[config.mk]
export PLATFORM = sky130hd
export DESIGN_NAME = load_store_unit
export DESIGN_NICKNAME = d
export VERILOG_FILES = /design/src/rtl/lsu_pkg.sv /design/src/rtl/lsu_load_align.sv /design/src/rtl/load_store_unit.sv
export SDC_FILE = /design/constraint.sdc
export NUM_CORES = 1
export LEC_CHECK = 0
export BUFFER_PORTS_ARGS = -buffer_cell sky130_fd_sc_hd__clkbuf_2
export CORE_ASPECT_RATIO = 1.4
export CORE_MARGIN = 2
export CORE_UTILIZATION = 55
export CTS_CLUSTER_SIZE = 30
export DETAILED_ROUTE_END_ITERATION = 10
export PLACE_DENSITY = 0.85
export SYNTH_ARGS = -nofsm -noshare
export SYNTH_HDL_FRONTEND = slang
export SYNTH_SLANG_ARGS = --single-unit
[constraint.sdc]
create_clock -name clk -period 5 [get_ports clk]
set_input_delay 0.5 -clock clk [delete_from_list [all_inputs] [get_ports clk]]
set_output_delay 0.5 -clock clk [all_outputs]
set_load 0.05 [all_outputs]
[src/rtl/lsu_pkg.sv]
// Shared definitions for the load/store unit: access-size encoding, FSM states
// and the byte-mask helper used for store enables.
package lsu_pkg;

  localparam logic [1:0] SZ_BYTE = 2'd0;
  localparam logic [1:0] SZ_HALF = 2'd1;
  localparam logic [1:0] SZ_WORD = 2'd2;

  typedef enum logic [1:0] {
    IDLE,
    ACC0,
    ACC1,
    RESP
  } lsu_state_e;

  // Right-justified byte mask for an access of the given size.
  function automatic logic [3:0] size_mask(input logic [1:0] size);
    case (size)
      SZ_BYTE: return 4'b0001;
      SZ_HALF: return 4'b0011;
      default: return 4'b1111;
    endcase
  endfunction

endpackage

[src/rtl/lsu_load_align.sv]
// Load data alignment: merges the two read beats, shifts the addressed bytes
// down to bit 0 and zero- or sign-extends according to the access size.
module lsu_load_align
  import lsu_pkg::*;
(
  input  logic [31:0] beat0,
  input  logic [31:0] beat1,
  input  logic [1:0]  off,
  input  logic [1:0]  size,
  input  logic        is_unsigned,
  output logic [31:0] data
);

  logic [63:0] merged;

  // Shift the 64-bit beat pair by the byte offset, then extend per size.
  always_comb begin
    merged = {beat1, beat0} >> {off, 3'b000};
    case (size)
      SZ_BYTE: data = {{24{~is_unsigned & merged[7]}}, merged[7:0]};
      SZ_HALF: data = {{16{~is_unsigned & merged[15]}}, merged[15:0]};
      default: data = merged[31:0];
    endcase
  end

endmodule

[src/rtl/load_store_unit.sv]
// Load/store unit: takes one request per handshake from execute, issues one or
// two aligned word transactions with byte enables and returns extended data.
module load_store_unit
  import lsu_pkg::*;
#(
  parameter int unsigned ADDR_W = 32,
  parameter int unsigned DATA_W = 32
) (
  input  logic              clk,
  input  logic              reset,
  input  logic              req_valid,
  output logic              req_ready,
  input  logic              req_we,
  input  logic [1:0]        req_size,
  input  logic              req_unsigned,
  input  logic [ADDR_W-1:0] req_addr,
  input  logic [DATA_W-1:0] req_wdata,
  output logic              resp_valid,
  input  logic              resp_ready,
  output logic [DATA_W-1:0] resp_rdata,
  output logic              mem_req,
  output logic              mem_we,
  output logic [ADDR_W-1:0] mem_addr,
  output logic [3:0]        mem_be,
  output logic [DATA_W-1:0] mem_wdata,
  input  logic              mem_ack,
  input  logic [DATA_W-1:0] mem_rdata
);

  lsu_state_e state_q, state_d;

  logic              we_q;
  logic              uns_q;
  logic [1:0]        size_q;
  logic [ADDR_W-1:0] addr_q;
  logic [DATA_W-1:0] wdata_q;
  logic [DATA_W-1:0] beat0_q;
  logic [DATA_W-1:0] rdata_q;

  logic [1:0]        off;
  logic              split;
  logic [3:0]        mask;
  logic [7:0]        be_pair;
  logic [DATA_W-1:0] wdata_beat0;
  logic [DATA_W-1:0] wdata_beat1;
  logic [ADDR_W-3:0] word_idx;
  logic [ADDR_W-3:0] word_idx_next;
  logic [DATA_W-1:0] align_beat0;
  logic [DATA_W-1:0] align_beat1;
  logic [DATA_W-1:0] load_data;
  logic              last_ack;

  // Split decode, store lane placement and address generation.
  always_comb begin
    off           = addr_q[1:0];
    split         = ((size_q == SZ_WORD) && (off != 2'd0)) ||
                    ((size_q == SZ_HALF) && (off == 2'd3));
    mask          = size_mask(size_q);
    be_pair       = {4'b0000, mask} << off;
    wdata_beat0   = wdata_q << {off, 3'b000};
    // Bytes that spilled past lane 3 land in the low lanes of the next word.
    wdata_beat1   = wdata_q >> {3'd4 - {1'b0, off}, 3'b000};
    word_idx      = addr_q[ADDR_W-1:2];
    word_idx_next = word_idx + {{(ADDR_W-3){1'b0}}, 1'b1};
    // Unsplit loads have every addressed byte in the single beat.
    align_beat0   = split ? beat0_q : mem_rdata;
    align_beat1   = split ? mem_rdata : '0;
    last_ack      = mem_ack && (((state_q == ACC0) && !split) || (state_q == ACC1));
  end

  lsu_load_align u_load_align (
    .beat0       (align_beat0),
    .beat1       (align_beat1),
    .off         (off),
    .size        (size_q),
    .is_unsigned (uns_q),
    .data        (load_data)
  );

  // State register.
  always_ff @(posedge clk or posedge reset) begin
    if (reset) begin
      state_q <= IDLE;
    end else begin
      state_q <= state_d;
    end
  end

  // Next-state logic.
  always_comb begin
    state_d = state_q;
    unique case (state_q)
      IDLE: if (req_valid) state_d = ACC0;
      ACC0: if (mem_ack) state_d = split ? ACC1 : RESP;
      ACC1: if (mem_ack) state_d = RESP;
      RESP: if (resp_ready) state_d = IDLE;
    endcase
  end

  // Output decode; everything idles at zero outside its active state.
  always_comb begin
    req_ready  = 1'b0;
    resp_valid = 1'b0;
    resp_rdata = '0;
    mem_req    = 1'b0;
    mem_we     = 1'b0;
    mem_addr   = '0;
    mem_be     = 4'b0000;
    mem_wdata  = '0;
    unique case (state_q)
      IDLE: req_ready = 1'b1;
      ACC0: begin
        mem_req   = 1'b1;
        mem_we    = we_q;
        mem_addr  = {word_idx, 2'b00};
        mem_be    = we_q ? be_pair[3:0] : 4'b1111;
        mem_wdata = we_q ? wdata_beat0 : '0;
      end
      ACC1: begin
        mem_req   = 1'b1;
        mem_we    = we_q;
        mem_addr  = {word_idx_next, 2'b00};
        mem_be    = we_q ? be_pair[7:4] : 4'b1111;
        mem_wdata = we_q ? wdata_beat1 : '0;
      end
      RESP: begin
        resp_valid = 1'b1;
        resp_rdata = rdata_q;
      end
    endcase
  end

  // Request capture, first-beat buffer and response data register.
  always_ff @(posedge clk or posedge reset) begin
    if (reset) begin
      we_q    <= 1'b0;
      uns_q   <= 1'b0;
      size_q  <= SZ_BYTE;
      addr_q  <= '0;
      wdata_q <= '0;
      beat0_q <= '0;
      rdata_q <= '0;
    end else begin
      if ((state_q == IDLE) && req_valid) begin
        we_q    <= req_we;
        uns_q   <= req_unsigned;
        // Reserved size code behaves as a word access.
        size_q  <= (req_size == 2'd3) ? SZ_WORD : req_size;
        addr_q  <= req_addr;
        wdata_q <= req_wdata;
      end
      if ((state_q == ACC0) && mem_ack && split && !we_q) begin
        beat0_q <= mem_rdata;
      end
      if (last_ack) begin
        rdata_q <= we_q ? '0 : load_data;
      end
    end
  end

endmodule

Word-level counts from Yosys, hierarchy flattened
Index checks and enable logic that the tools add are counted.
- bits in registers: 134
- bits of input ports: 105
- output and inout port bits: 104
- logic and storage cells: 69
- $add $sub $neg: 2
- equality and inequality tests: 11
- shift operators: 4
- mux-type cells: 24
- bitwise gates (word level): 3
- reductions and logical operators: 17
- operators by type and width (operator ; number):
    $mux W32 ; 6
    $pmux W32 S2 ; 3
    $shr A64 B5 Y32 ; 1
    $shl A32 B5 Y32 ; 1
    $shr A32 B6 Y32 ; 1
    $add A30 B1 Y30 const B ; 1
    $pmux W4 S2 ; 2
    $eq A2 B2 Y1 const B ; 5
    $mux W2 ; 5
    $logic_and A1 B1 Y1 ; 8
    $mux W4 ; 2
    $ne A2 B2 Y1 const B ; 4
    $pmux W2 S4 ; 1
    $shl A4 B2 Y8 ; 1
    $mux W1 ; 5
    $eq A2 B1 Y1 const B ; 2
    $logic_not A2 Y1 ; 2
    $reduce_and A4 Y1 ; 1
    $sub A3 B2 Y3 const A ; 1
    $and A1 B1 Y1 ; 2
    $logic_not A1 Y1 ; 2
    $logic_or A1 B1 Y1 ; 2
    $reduce_bool A2 Y1 ; 1
    $reduce_or A2 Y1 ; 1
    $not A1 Y1 ; 1

Longest topological paths before layout
- depth after elaboration: 8
- gate-level depth with buffers: 13
- depth with buffers taken out: 8

By module
A second synthesis with hierarchy kept.
- cells, all modules: 1028
- area, all modules: 9391.5 µm²
- by module, submodules not included (module ; times used ; cells an instance ; area each (µm²) ; sequential area each (µm²)):
    load_store_unit ; 1 ; 927 ; 8281.7 ; 3353.2
    lsu_load_align ; 1 ; 101 ; 1109.8 ; 0.0

Worst setup path after synthesis
No wires, ideal clock.
- path kind: register -> output
- start: register addr_q[1]
- end: output mem_wdata[2]
- data arrival time: 3.559 ns
- setup slack: 0.941 ns
- stages on the path, launching flop included: 13
- cell sequence: dfrtp_1 -> buf_1 -> clkinv_1 -> ha_1 -> clkbuf_1 -> or3_1 -> clkbuf_1 -> o21ai_1 -> and2_0 -> clkbuf_1 -> buf_2 -> nand2_1 -> a21oi_1
- cells in the longest elaborated chain, start to end: 4
- elaborated cells between the ends (all ways): 6
- classes of those cells: add/sub: 1; shift: 2; mux: 3
- RTL lines (item ; line ; source):
    from (decl) ; load_store_unit.sv:35 ; logic [ADDR_W-1:0] addr_q;
    from (signal assigned) ; load_store_unit.sv:149 ; addr_q <= req_addr;
    $sub A3 B2 Y3 ; load_store_unit.sv:62 ; wdata_beat1 = wdata_q >> {3'd4 - {1'b0, off}, 3'b000};
    $shr A32 B6 Y32 ; load_store_unit.sv:62 ;
    $mux W32 ; load_store_unit.sv:124 ; mem_wdata = we_q ? wdata_beat1 : '0;
    $pmux W32 S2 (*) ; load_store_unit.sv:110 ; unique case (state_q)
    to (decl) ; load_store_unit.sv:25 ; output logic [DATA_W-1:0] mem_wdata,
Mark *: on every way between the ends. The rest lies on a longest branch, timed or not.

Final worst setup path
- start: register state_q[0]
- end: output mem_wdata[25]
- cells in the longest elaborated chain, start to end: 2
- elaborated cells between the ends (all ways): 3
- classes of those cells: eq/ne: 2; mux: 1
- RTL lines (item ; line ; source):
    from (decl) ; load_store_unit.sv:30 ; lsu_state_e state_q, state_d;
    from (signal assigned) ; load_store_unit.sv:85 ; state_q <= state_d;
    $eq A2 B2 Y1 / $eq A2 B1 Y1 (equally long branches) ; load_store_unit.sv:110 ;
    $pmux W32 S2 (*) ; load_store_unit.sv:110 ;
Marks and branches as above.

==> tab_implementation.tex <==
\begin{tabular}{lr}
\hline
Metric & Value \\
\hline
\multicolumn{2}{l}{\textbf{Layout}} \\
\quad Proportion of layout cells with a drive suffix above 1 & around 35\% \\
\quad Count of placed standard cells in the final layout, fillers left out & 1331 \\
\quad Count of filler cells inserted in the layout & 1312 \\
\quad Footprint of the multi-input gates & 5270 sq um \\
\quad Total inserted antenna cells & 0 \\
\quad Synthesis-to-finish area growth & 19.7\% \\
\quad Final Instance Area & between 10000 and 15000 sq um \\
\quad Area occupied by registers & $\sim$3400 sq um \\
\quad Highest-count cells in the layout ignoring fill and taps & clkbuf\_2 (200), dfrtp\_1 (133), mux2\_2 (106), o21ai\_0 (74), nand2\_1 (70) \\
\quad Most common library cell in the layout ignoring fill and taps & clkbuf\_2 \\
\quad Number of nets in the layout & 1233 \\
\multicolumn{2}{l}{\textbf{Timing}} \\
\quad Number of hold violations in the final report & 0 \\
\quad Max-slew headroom & a little over a fifth \\
\quad Fin crit share & around nine tenths \\
\quad Total negative slack for setup checks & 0 ns \\
\quad RSZ-0062 raised after global routing & no \\
\quad Achievable clock frequency & 220 MHz \\
\quad Post-Route Skew & between 0.01 and 0.015 ns \\
\quad Final period demand of the worst path & between 4 and 5 ns \\
\quad Final setup violation count & 0 \\
\quad Slew Limit Fails & 0 \\
\quad Slew at the pin closest to its max-slew limit & 1.18 ns \\
\multicolumn{2}{l}{\textbf{Yosys}} \\
\quad Count of different cell masters after synthesis & 66 \\
\quad Syn Std Cell Area & around 9000 sq um \\
\quad Post-synthesis sequential area ratio & 37.2\% \\
\quad Primary flip-flop cell chosen by synthesis mapping & dfrtp\_1 \\
\quad Number of flops mapped to enable cells by yosys & 0 \\
\quad Post-synthesis instance total & 957 \\
\quad Share of synthesized cell area in full adder, half adder and majority cells & 1.11\% \\
\quad Syn Area/Cell & about 9.4 sq um \\
\quad Flops \& latches, synth & between 100 and 150 \\
\quad Yosys warnings & 0 \\
\quad Largest family of logic cells by synthesized area & compound AO/OA/AOI/OAI gates \\
\quad Compound-Gate Fraction of Synth Area & a little over a fifth \\
\quad Simple-gate share of the synthesized area & between 15 and 20\% \\
\quad Fraction of synthesized cell area in xor and xnor cells & 0.0971\% \\
\quad Fraction of synthesis flops using an asynchronous set or reset pin & 100\% \\
\quad Multiplexer share of the synthesized area & 19.7\% \\
\multicolumn{2}{l}{\textbf{Clock tree}} \\
\quad Maximum level of the CTS H-tree & 4 \\
\quad Clock slew seen by the registers of the worst setup and hold paths & about 0.060 ns \\
\quad Bufs on Longest Clock Path & 2 \\
\quad \# hold bufs at CTS & 0 \\
\quad TritonCTS clock tree & done \\
\quad Number of clock buffers inserted by TritonCTS & 17 \\
\quad Setup bufs post-CTS & 0 \\
\quad Clock sink count & $\sim$130 \\
\quad Clock latency on the worst-skew pair & approximately 0.43 ns \\
\quad Buffer type at the clock tree root & clkbuf\_16 \\
\quad Resized cells post-CTS & 0 \\
\multicolumn{2}{l}{\textbf{Place}} \\
\quad Count of input and output buffers & slightly above 200 \\
\quad Number of placed instances with taps included & 1300 \\
\quad Post-detail-place hpwl & about 19000 um \\
\quad RD Place Congestion & approximately 0.95 \\
\quad Placed Instance Area & approximately 10000 sq um \\
\multicolumn{2}{l}{\textbf{Critical path}} \\
\quad Worst EP required & around 4.5 ns \\
\quad Startpoint types & flip-flop \\
\quad Category of the most critical setup path & reg -> out \\
\quad Critical path fanouts, max & 25 \\
\quad Data arrival time of the worst path & 4.04 ns \\
\quad Kind of end point of the critical path & primary output \\
\multicolumn{2}{l}{\textbf{Worst hold path}} \\
\quad Worst hold path class & in -> async \\
\multicolumn{2}{l}{\textbf{GRT}} \\
\quad Largest net degree at the start of global routing & roughly 100 \\
\quad Number of global-route vias before repair & around 8400 \\
\quad Overflow after GRT & 0 \\
\quad Wire length of the first global-routing pass & between 40000 and 50000 um \\
\quad Initial antenna violation count & 0 \\
\quad GR Util All Layers & 31.3\% \\
\multicolumn{2}{l}{\textbf{Pwr}} \\
\quad Internal & 4.31 mW \\
\quad Clock Power Share & 14.2\% \\
\quad Fraction of power spent switching nets & around 52\% \\
\quad Net switching power figure & 4.72 mW \\
\quad Maximum vdd drop & between 0.4 and 0.5 mV \\
\quad Power density normalized to cell area & approximately 840 nW/um\^{}2 \\
\quad Leakage power figure & slightly below 5 nW \\
\quad Combinational share of power & approximately three fifths \\
\quad Sequential Power Share & between 20\% and 30\% \\
\multicolumn{2}{l}{\textbf{Route}} \\
\quad Drt initial violations & 1000 \\
\quad Number of nets with antenna violations after detailed routing & 0 \\
\quad Drt first pass iters & 6 \\
\quad Drt wl/cell & a little over 20 um \\
\quad Total vias in the final route & between 8000 and 9000 \\
\quad Via density per instance & 6.58 \\
\quad Overall routed net length & $\sim$28000 um \\
\quad Count of unresolved DRC violations after routing & 0 \\
\multicolumn{2}{l}{\textbf{Floorplanning}} \\
\quad I/O Pins & roughly 210 \\
\quad Width of the die & between 100 and 150 um \\
\quad Core area & $\sim$16000 sq um \\
\quad Initial Util & 56.0\% \\
\quad Y dimension of the die & 156 um \\
\quad Number of standard-cell rows in the floorplan & 55 \\
\quad Die footprint & 17500 sq um \\
\multicolumn{2}{l}{\textbf{Run status}} \\
\quad Outcome & finished, final reports clean \\
\multicolumn{2}{l}{\textbf{Flow run}} \\
\quad Max\_cap viols & 0 \\
\hline
\end{tabular}
-- sequential cells by signal (all words and copies together) (netlist names) --
register,flops
we_q,1
rdata_q,32
size_q,2
beat0_q,32
addr_q,32
wdata_q,32
uns_q,1
state_q,2
-- logic make-up after synthesis --
group	Yosys count
adders and majority gates	8
other	1
and+or+nand+nor	275
buffers and inverters	103
AOI/OAI and AO/OA	283
DFF	134
xor gates and xnor gates	1
muxes	152
-- synth_stat cells (6+ instances only) --
master | count | area share (%)
a211oi_1 | 8 | 0.67
a21oi_1 | 63 | 3.5
a221oi_1 | 8 | 0.78
a222oi_1 | 15 | 1.7
a22o_1 | 9 | 0.87
a22oi_1 | 8 | 0.67
a31oi_1 | 10 | 0.69
a32o_1 | 20 | 2.2
and2_1 | 40 | 2.8
and3_1 | 13 | 0.90
buf_1 | 13 | 0.54
buf_2 | 8 | 0.44
clkbuf_1 | 54 | 2.2
dfrtp_1 | 134 | 37
ha_1 | 8 | 1.1
inv_1 | 19 | 0.79
mux2_2 | 106 | 13
mux2i_1 | 36 | 4.0
mux4_2 | 10 | 2.5
nand2_1 | 71 | 3.0
nand3_1 | 14 | 0.78
nand4_1 | 9 | 0.62
nor2_1 | 64 | 2.7
nor2b_1 | 13 | 0.90
nor3_1 | 21 | 1.2
o211ai_1 | 7 | 0.58
o21ai_0 | 74 | 4.1
o221a_2 | 12 | 1.5
o22ai_1 | 10 | 0.69
or3_1 | 6 | 0.42
-- power by group through the flow --
stage | Clock, mW | Combinational, mW | Sequential, mW
final | 1.28 | 5.56 | 2.19
after global routing | 1.34 | 5.92 | 2.25
after CTS | 1.30 | 5.50 | 2.16
after detailed placement | 0 | 5.47 | 2.18
after global placement | 0 | 5.38 | 2.14
after floorplan | 0 | 4.36 | 1.93
-- worst max-delay path, cell delays in order (launching register included) --
cell      delay [ns]
dfrtp_1         0.40
inv_1           0.14
ha_1            0.20
inv_2           0.18
or3_1           0.51
o21ai_1         0.63
and2_0          0.83
a222oi_1        0.29
nor2_1          0.14
clkbuf_2        0.29
-- layout make-up --
cell class	count	share of cell area, %
Clock buffer	19	4.10
Clock inverter	12	1.42
Inverter	24	0.857
Multi-Input combinational cell	721	48.8
Sequential cell	134	31.0
Tap cell	199	2.30
Timing Repair Buffer	222	11.5
-- final timing paths --
path / from / end / slack (ns) / cells past startpoint
max: state_q[0] / mem_wdata[25] / 0.46 / 9
min: reset / beat0_q[4] / 0.01 / 2
max reg2reg: size_q[1] / rdata_q[26] / 1.50 / 6
min reg2reg: rdata_q[27] / rdata_q[27] / 0.48 / 1
max in group asynchronous: reset / addr_q[11] / 3.82 / 3
min in group clk: req_addr[28] / addr_q[28] / 0.30 / 2
-- stage by stage --
stage,utilization [%],setup WS (ns),power [mW],hold WS [ns]
2_1_floorplan,-,0.917,6.29,0.435
3_3_place_gp,63.4,1.10,7.52,0.465
3_5_place_dp,63.4,1.01,7.65,0.469
4_1_cts,67.1,0.569,8.96,0.0148
5_1_grt,67.1,0.268,9.51,0.0295
6_report,67.1,0.463,9.03,0.0129
-- routing by layer --
layer | part of all wire [%] | vias to the layer above | GRT usage [%]
met5 | 0 | - | 0
met4 | 5.6 | 0 | 17.9
met3 | 8.7 | 105 | 6.80
met2 | 50 | 529 | 52.8
met1 | 36 | 4194 | 36.9
li1 | - | 3931 | -
Power figures use the tool's default switching activity.
